**src/rtl/clock_pkg.sv**
```systemverilog
// clock_pkg: shared state encodings, 1 MHz timing defaults and the SET-key
// state sequencing helper for the clock time-set controller.
package clock_pkg;

  typedef enum logic [1:0] {
    ST_RUN      = 2'd0,
    ST_SET_HOUR = 2'd1,
    ST_SET_MIN  = 2'd2
  } state_t;

  // Default cycle counts for a 1 MHz system clock
  localparam int unsigned DEF_HOLD_CYC    = 500000;    // 0.5 s before auto-repeat
  localparam int unsigned DEF_REPEAT_CYC  = 100000;    // 0.1 s between repeats
  localparam int unsigned DEF_TIMEOUT_CYC = 10000000;  // 10 s inactivity timeout
  localparam int unsigned DEF_BLINK_CYC   = 250000;    // 250 ms blink half-period

  // State reached on a SET press: RUN -> SET_HOUR -> SET_MIN -> RUN
  function automatic state_t next_set_state(input state_t cur);
    state_t nxt;
    case (cur)
      ST_RUN:      nxt = ST_SET_HOUR;
      ST_SET_HOUR: nxt = ST_SET_MIN;
      default:     nxt = ST_RUN;
    endcase
    return nxt;
  endfunction

endpackage

```
**src/rtl/key_repeat.sv**
```systemverilog
// key_repeat: press detector on a debounced key level plus hold/auto-repeat
// pulse generator. 'press' is the raw rising edge of the registered level;
// 'fire' is an increment request (first press or repeat) unless cancelled.
// A cancel also disarms any pending repeat, so the key must be released and
// pressed again before it can fire.
module key_repeat
  import clock_pkg::*;
#(
  parameter int unsigned HOLD_CYC   = DEF_HOLD_CYC,
  parameter int unsigned REPEAT_CYC = DEF_REPEAT_CYC
) (
  input  logic clk,
  input  logic rst,
  input  logic key,
  input  logic cancel,
  output logic press,
  output logic fire
);

  localparam int unsigned CNT_MAX = (HOLD_CYC > REPEAT_CYC) ? HOLD_CYC : REPEAT_CYC;
  localparam int CNT_W = $clog2(CNT_MAX + 1);

  logic             key_reg;
  logic             key_dly_reg;
  logic [1:0]       arm_reg;
  logic             active_reg;
  logic             rep_phase_reg;
  logic [CNT_W-1:0] cnt_reg;
  logic             rep_due;

  // Register the key level and its delayed copy; arm_reg masks the first two
  // cycles after reset so a key held through reset release is not a press.
  always_ff @(posedge clk or posedge rst) begin
    if (rst) begin
      key_reg     <= 1'b0;
      key_dly_reg <= 1'b0;
      arm_reg     <= 2'b00;
    end else begin
      key_reg     <= key;
      key_dly_reg <= key_reg;
      arm_reg     <= {arm_reg[0], 1'b1};
    end
  end

  // Press edge and repeat-due decode; cancel suppresses any increment request
  always_comb begin
    press   = key_reg & ~key_dly_reg & arm_reg[1];
    rep_due = active_reg & key_reg &
              (rep_phase_reg ? (cnt_reg == CNT_W'(REPEAT_CYC))
                             : (cnt_reg == CNT_W'(HOLD_CYC)));
    fire    = ~cancel & (press | rep_due);
  end

  // Hold/repeat sequencer: count from the first pulse, fire after HOLD_CYC,
  // then every REPEAT_CYC while the key stays high; release or cancel disarms.
  always_ff @(posedge clk or posedge rst) begin
    if (rst) begin
      active_reg    <= 1'b0;
      rep_phase_reg <= 1'b0;
      cnt_reg       <= '0;
    end else if (cancel || !key_reg) begin
      active_reg    <= 1'b0;
      rep_phase_reg <= 1'b0;
      cnt_reg       <= '0;
    end else if (press) begin
      active_reg    <= 1'b1;
      rep_phase_reg <= 1'b0;
      cnt_reg       <= CNT_W'(1);
    end else if (rep_due) begin
      rep_phase_reg <= 1'b1;
      cnt_reg       <= CNT_W'(1);
    end else if (active_reg && (cnt_reg != CNT_W'(CNT_MAX))) begin
      cnt_reg       <= cnt_reg + CNT_W'(1);
    end
  end

endmodule

```
**src/rtl/clock_set_ctrl.sv**
```systemverilog
// clock_set_ctrl: front-panel time-set sequencer. SET steps RUN -> SET_HOUR ->
// SET_MIN -> RUN, UP (with auto-repeat) increments the field being set, an
// inactivity timeout returns to RUN, and the field being set blinks.
module clock_set_ctrl
  import clock_pkg::*;
#(
  parameter int unsigned HOLD_CYC    = DEF_HOLD_CYC,
  parameter int unsigned REPEAT_CYC  = DEF_REPEAT_CYC,
  parameter int unsigned TIMEOUT_CYC = DEF_TIMEOUT_CYC,
  parameter int unsigned BLINK_CYC   = DEF_BLINK_CYC
) (
  input  logic       CLK_1M,
  input  logic       clr,
  input  logic       key_set,
  input  logic       key_up,
  output logic       enable,
  output logic       hadd,
  output logic       madd,
  output logic [3:0] blank,
  output logic [1:0] set_state
);

  localparam int TMO_W = $clog2(TIMEOUT_CYC + 1);
  localparam int BLK_W = $clog2(BLINK_CYC + 1);

  state_t             state_reg;
  state_t             state_next;
  logic               set_reg;
  logic               set_dly_reg;
  logic [1:0]         set_arm_reg;
  logic               set_press;
  logic               up_press;
  logic               up_fire;
  logic               rep_cancel;
  logic               in_set;
  logic               state_change;
  logic               tmo_hit;
  logic [TMO_W-1:0]   tmo_cnt_reg;
  logic [BLK_W-1:0]   blink_cnt_reg;
  logic               phase_reg;
  logic               hadd_reg;
  logic               madd_reg;

  // SET key edge detect; masked for two cycles after reset like the UP key
  always_ff @(posedge CLK_1M or posedge clr) begin
    if (clr) begin
      set_reg     <= 1'b0;
      set_dly_reg <= 1'b0;
      set_arm_reg <= 2'b00;
    end else begin
      set_reg     <= key_set;
      set_dly_reg <= set_reg;
      set_arm_reg <= {set_arm_reg[0], 1'b1};
    end
  end

  // Press, timeout and repeat-cancel decode; any state change cancels repeat
  always_comb begin
    set_press  = set_reg & ~set_dly_reg & set_arm_reg[1];
    in_set     = (state_reg != ST_RUN);
    tmo_hit    = in_set & ~set_press & ~up_press &
                 (tmo_cnt_reg == TMO_W'(TIMEOUT_CYC - 1));
    rep_cancel = ~in_set | set_press | tmo_hit;
  end

  key_repeat #(
    .HOLD_CYC   (HOLD_CYC),
    .REPEAT_CYC (REPEAT_CYC)
  ) u_up_key (
    .clk    (CLK_1M),
    .rst    (clr),
    .key    (key_up),
    .cancel (rep_cancel),
    .press  (up_press),
    .fire   (up_fire)
  );

  // State register
  always_ff @(posedge CLK_1M or posedge clr) begin
    if (clr) begin
      state_reg <= ST_RUN;
    end else begin
      state_reg <= state_next;
    end
  end

  // Next-state logic: a SET press takes priority over the timeout
  always_comb begin
    state_next = state_reg;
    if (set_press) begin
      state_next = next_set_state(state_reg);
    end else if (tmo_hit) begin
      state_next = ST_RUN;
    end
    state_change = (state_next != state_reg);
  end

  // Output decode from the registered state and blink phase
  always_comb begin
    enable    = (state_reg == ST_RUN);
    set_state = state_reg;
    blank     = 4'b0000;
    case (state_reg)
      ST_SET_HOUR: blank = {phase_reg, phase_reg, 2'b00};
      ST_SET_MIN:  blank = {2'b00, phase_reg, phase_reg};
      default:     blank = 4'b0000;
    endcase
  end

  // Route increment requests to the hour or minute pulse, one cycle wide
  always_ff @(posedge CLK_1M or posedge clr) begin
    if (clr) begin
      hadd_reg <= 1'b0;
      madd_reg <= 1'b0;
    end else begin
      hadd_reg <= up_fire & (state_reg == ST_SET_HOUR);
      madd_reg <= up_fire & (state_reg == ST_SET_MIN);
    end
  end

  assign hadd = hadd_reg;
  assign madd = madd_reg;

  // Inactivity counter: cleared on any press, on state entry and in RUN
  always_ff @(posedge CLK_1M or posedge clr) begin
    if (clr) begin
      tmo_cnt_reg <= '0;
    end else if (!in_set || state_change || set_press || up_press) begin
      tmo_cnt_reg <= '0;
    end else if (tmo_cnt_reg != TMO_W'(TIMEOUT_CYC - 1)) begin
      tmo_cnt_reg <= tmo_cnt_reg + TMO_W'(1);
    end
  end

  // Blink phase: restarts visible on state entry and on each increment so the
  // digit being changed stays lit, then toggles every BLINK_CYC cycles
  always_ff @(posedge CLK_1M or posedge clr) begin
    if (clr) begin
      blink_cnt_reg <= '0;
      phase_reg     <= 1'b0;
    end else if (!in_set || state_change || up_fire) begin
      blink_cnt_reg <= '0;
      phase_reg     <= 1'b0;
    end else if (blink_cnt_reg == BLK_W'(BLINK_CYC - 1)) begin
      blink_cnt_reg <= '0;
      phase_reg     <= ~phase_reg;
    end else begin
      blink_cnt_reg <= blink_cnt_reg + BLK_W'(1);
    end
  end

endmodule

```
**config.mk**
```make
export PLATFORM = sky130hd
export DESIGN_NAME = clock_set_ctrl
export DESIGN_NICKNAME = d
export VERILOG_FILES = /design/src/rtl/clock_pkg.sv /design/src/rtl/key_repeat.sv /design/src/rtl/clock_set_ctrl.sv
export SDC_FILE = /design/constraint.sdc
export NUM_CORES = 1
export LEC_CHECK = 0
export ABC_CLOCK_PERIOD_IN_PS = 4100
export CAP_MARGIN = 10
export CORE_ASPECT_RATIO = 2
export CORE_UTILIZATION = 45
export DETAILED_ROUTE_END_ITERATION = 10
export PLACE_DENSITY_LB_ADDON = 0.25
export SLEW_MARGIN = 10
export SYNTH_ARGS = -nofsm -noshare
export SYNTH_HDL_FRONTEND = slang
export SYNTH_HIERARCHICAL = 1
export SYNTH_SLANG_ARGS = --single-unit
```
**constraint.sdc**
```tcl
create_clock -name CLK_1M -period 4.1 [get_ports CLK_1M]
set_clock_uncertainty 0.1 [all_clocks]
set_input_delay 0.82 -clock CLK_1M [delete_from_list [all_inputs] [get_ports CLK_1M]]
set_output_delay 0.82 -clock CLK_1M [all_outputs]
set_load 0.01 [all_outputs]
```
==> results.toml <==
[die]
fp-row-count = 47
io_pins = 13
design.core.area_sq_um = 8290
start_util_pct = 46.4
die_h_um = 133
dieArea_sq_um = 8940
die_w_um = 67.4

[worst_setup_path]
cp_common_cell = "nor2_1"
critical_path_buf_inv_count = 0
crit_path_start_kind = "flip-flop"
max_stage_delay_ns = 0.58
crit_type = "flip-flop to flip-flop"
cp.required_ns = 4.26
path_delay_family = "simple AND/OR/NAND/NOR gates"
path_max_fanout = 17
cpMaxStageDelayCell = "or3_1"
worst_ep_arrival_time_ns = 3.31
end_kind = "flip-flop"
crit_chain = "ha_1 -> and4_4 -> nand3_4 -> or3_1 -> o21ai_0 -> nand2b_1 -> nor2_1 -> nor2_1 -> nand2_1 -> a211o_1 -> nor2_1"

[finish]
area_growth_pct = 12.7
drive_gt1_share_pct = 8.62
largest_register_ffs = 24
fillers = 756
nets = 412
diodes = 0
stdcell_count = 504

[yosys]
ys_seq_elements = 76
netlist-cell-type-count = 55
syn-instance-count = 385
synth.avg_cell_area_sq_um = 9.99
yosys_most_used_dff = "dfrtp_1"
synth_nets = 396
synth_edf_count = 0
netlist_area_sq_um = 3840
yosysSeqAreaShare_pct = 49.5
ys_async_sr_fraction_pct = 100
synth_warnings = 6

[clock_network]
clk_latency_ns = 0.34
cts_setup_buffers = 0
cts_hold_buf = 0
clock_path_buffers = 2
clk_pin_slew_ns = 0.06
numCtsBuffers = 9
cts_resized = 0
htreeDepth = 3
clock_sinks = 76
cts_tree = "built"
cts-root-buf = "clkbuf_16"

[detailed_routing]
wl_per_cell_um = 16.0
antenna_left = 0
num_vias = 2801
drtIter0Drc = 89
routed_wl_um = 8070
drcViolationCount = 0
first_pass_iters = 4
via_per_inst = 5.56

[timing]
period_minus_slack_ns = 3.14
setup_viol = 0
setup_ws_ns = 0.956
tightest_slew_ns = 0.968
finalCritPeriodShare_pct = 76.7
setup-tns-final_ns = 0
fmax_mhz = 318
grt_setup_unrepaired = "false"
hold_viol = 0
slew_headroom_pct = 35.4
slew_viol_final = 0

[grt]
antenna_found_initial = 0
grt_pass1_vias = 2897
gr-total-overflow = 0
grt_max_degree = 38
grt_pass1_wl_um = 13800
grtUsageTotal_pct = 20.8

[power]
p_per_area_nw_per_um2 = 459
p_leak_nw = 1.85
ir_worst_vdd_mv = 0.252

[placed_design]
gp_congestion = 0.803
place_hpwl_um = 5860
io_buffers = 12
placed_cells = 488
dp_slack_ns = 0.960

[hold_path]
hold_class = "flip-flop to flip-flop"

[run]
maxCapViolCount = 0

[run_status]
status = "finished, final reports clean"
[worst register-to-register path, delay by kind of cell (launching register included)]
| kind | cells | cell delay (ns) |
|---|---|---|
| AOI/OAI and AO/OA | 2 | 0.72 |
| DFF | 1 | 0.40 |
| and+or+nand+nor | 8 | 1.60 |
| adders and majority gates | 1 | 0.25 |
[power by group]
group | internal, W | total (W) | switching (W)
clock network | 0.000480 | 0.000813 | 0.000332
registers | 0.000787 | 0.000834 | 0.0000462
logic | 0.000117 | 0.000343 | 0.000226
[routing by layer]
metal / up-vias / share of wire (%) / GRT usage [%]
met5: - / 0 / 0
met4: 0 / 3.0 / 9.46
met3: 18 / 2.4 / 5.34
met2: 29 / 57 / 37.7
met1: 1391 / 38 / 21.0
li1: 1363 / - / -
[logic make-up after synthesis]
logic type,share of synthesized area [%]
simple gates,26.3
flops,49.5
other cells,0.195
mux,1.04
xor+xnor,10.5
compound gates,7.26
fa+ha+maj,2.28
buf+inv,2.96
[synthesized netlist by cell type (all sizes together) (5+ instances only)]
master  instances  area (sq um)
dfrtp          76          1900
o21ai           7          46.3
buf             7          65.1
nand2          23          86.3
nor2           70           263
a21oi          11          55.1
nor4            5          46.3
and2            5          31.3
and3            7          43.8
xnor2          20           175
ha              7          87.6
nand3          25           138
nor3            8          45.0
nand4          20           125
xor2           26           228
inv            12          45.0
[cell usage in the layout (no fill, tap or decap), types with 5 or more instances in the layout]
master,count
clkdlybuf4s50_1,12
and3_1,7
nor2_1,70
nand2_1,23
ha_1,7
nor3_1,7
nand3_1,24
dfrtp_1,76
xor2_1,26
o21ai_0,6
clkbuf_16,9
nand4_1,20
xnor2_1,20
inv_1,11
a21oi_1,11
and2_1,5
[through the flow]
stage	utilization (%)	cell area, sq um	hold slack, ns	total power (W)
finish	52.3	4330	0.257	0.00199
CTS	52.3	4330	0.262	0.00202
global route	52.3	4330	0.261	0.00210
global placement	48.6	4030	0.233	0.00119
detailed placement	48.6	4030	0.247	0.00120
floorplan	-	3840	0.231	0.00111
[area by class of cell]
cell class              instances  area [sq um]  share of cell area [%]
inverters                      12          45.0                    1.04
clock inverters                 7          82.6                    1.91
flip-flops and latches         76          1900                    43.9
well taps                      98           123                    2.83
multi-input cells             289          1830                    42.2
repair buffers                 13           128                    2.94
clock buffers                   9           225                    5.20
[path summary, 6_finish.rpt]
check                                    startpoint             endpoint  slack [ns]  depth (start not counted)
worst min-delay path            u_up_key/arm_reg[0]  u_up_key/arm_reg[1]        0.26                          0
min in group asynchronous                       clr       set_arm_reg[1]        0.86                          2
max in group asynchronous                       clr       tmo_cnt_reg[7]        2.31                          3
worst max register to register       tmo_cnt_reg[0]     blink_cnt_reg[4]        0.96                         11
worst max-delay path                 tmo_cnt_reg[0]     blink_cnt_reg[4]        0.96                         11
worst min register to register  u_up_key/arm_reg[0]  u_up_key/arm_reg[1]        0.26                          0
No activity file was read; power rests on OpenSTA's default activity.
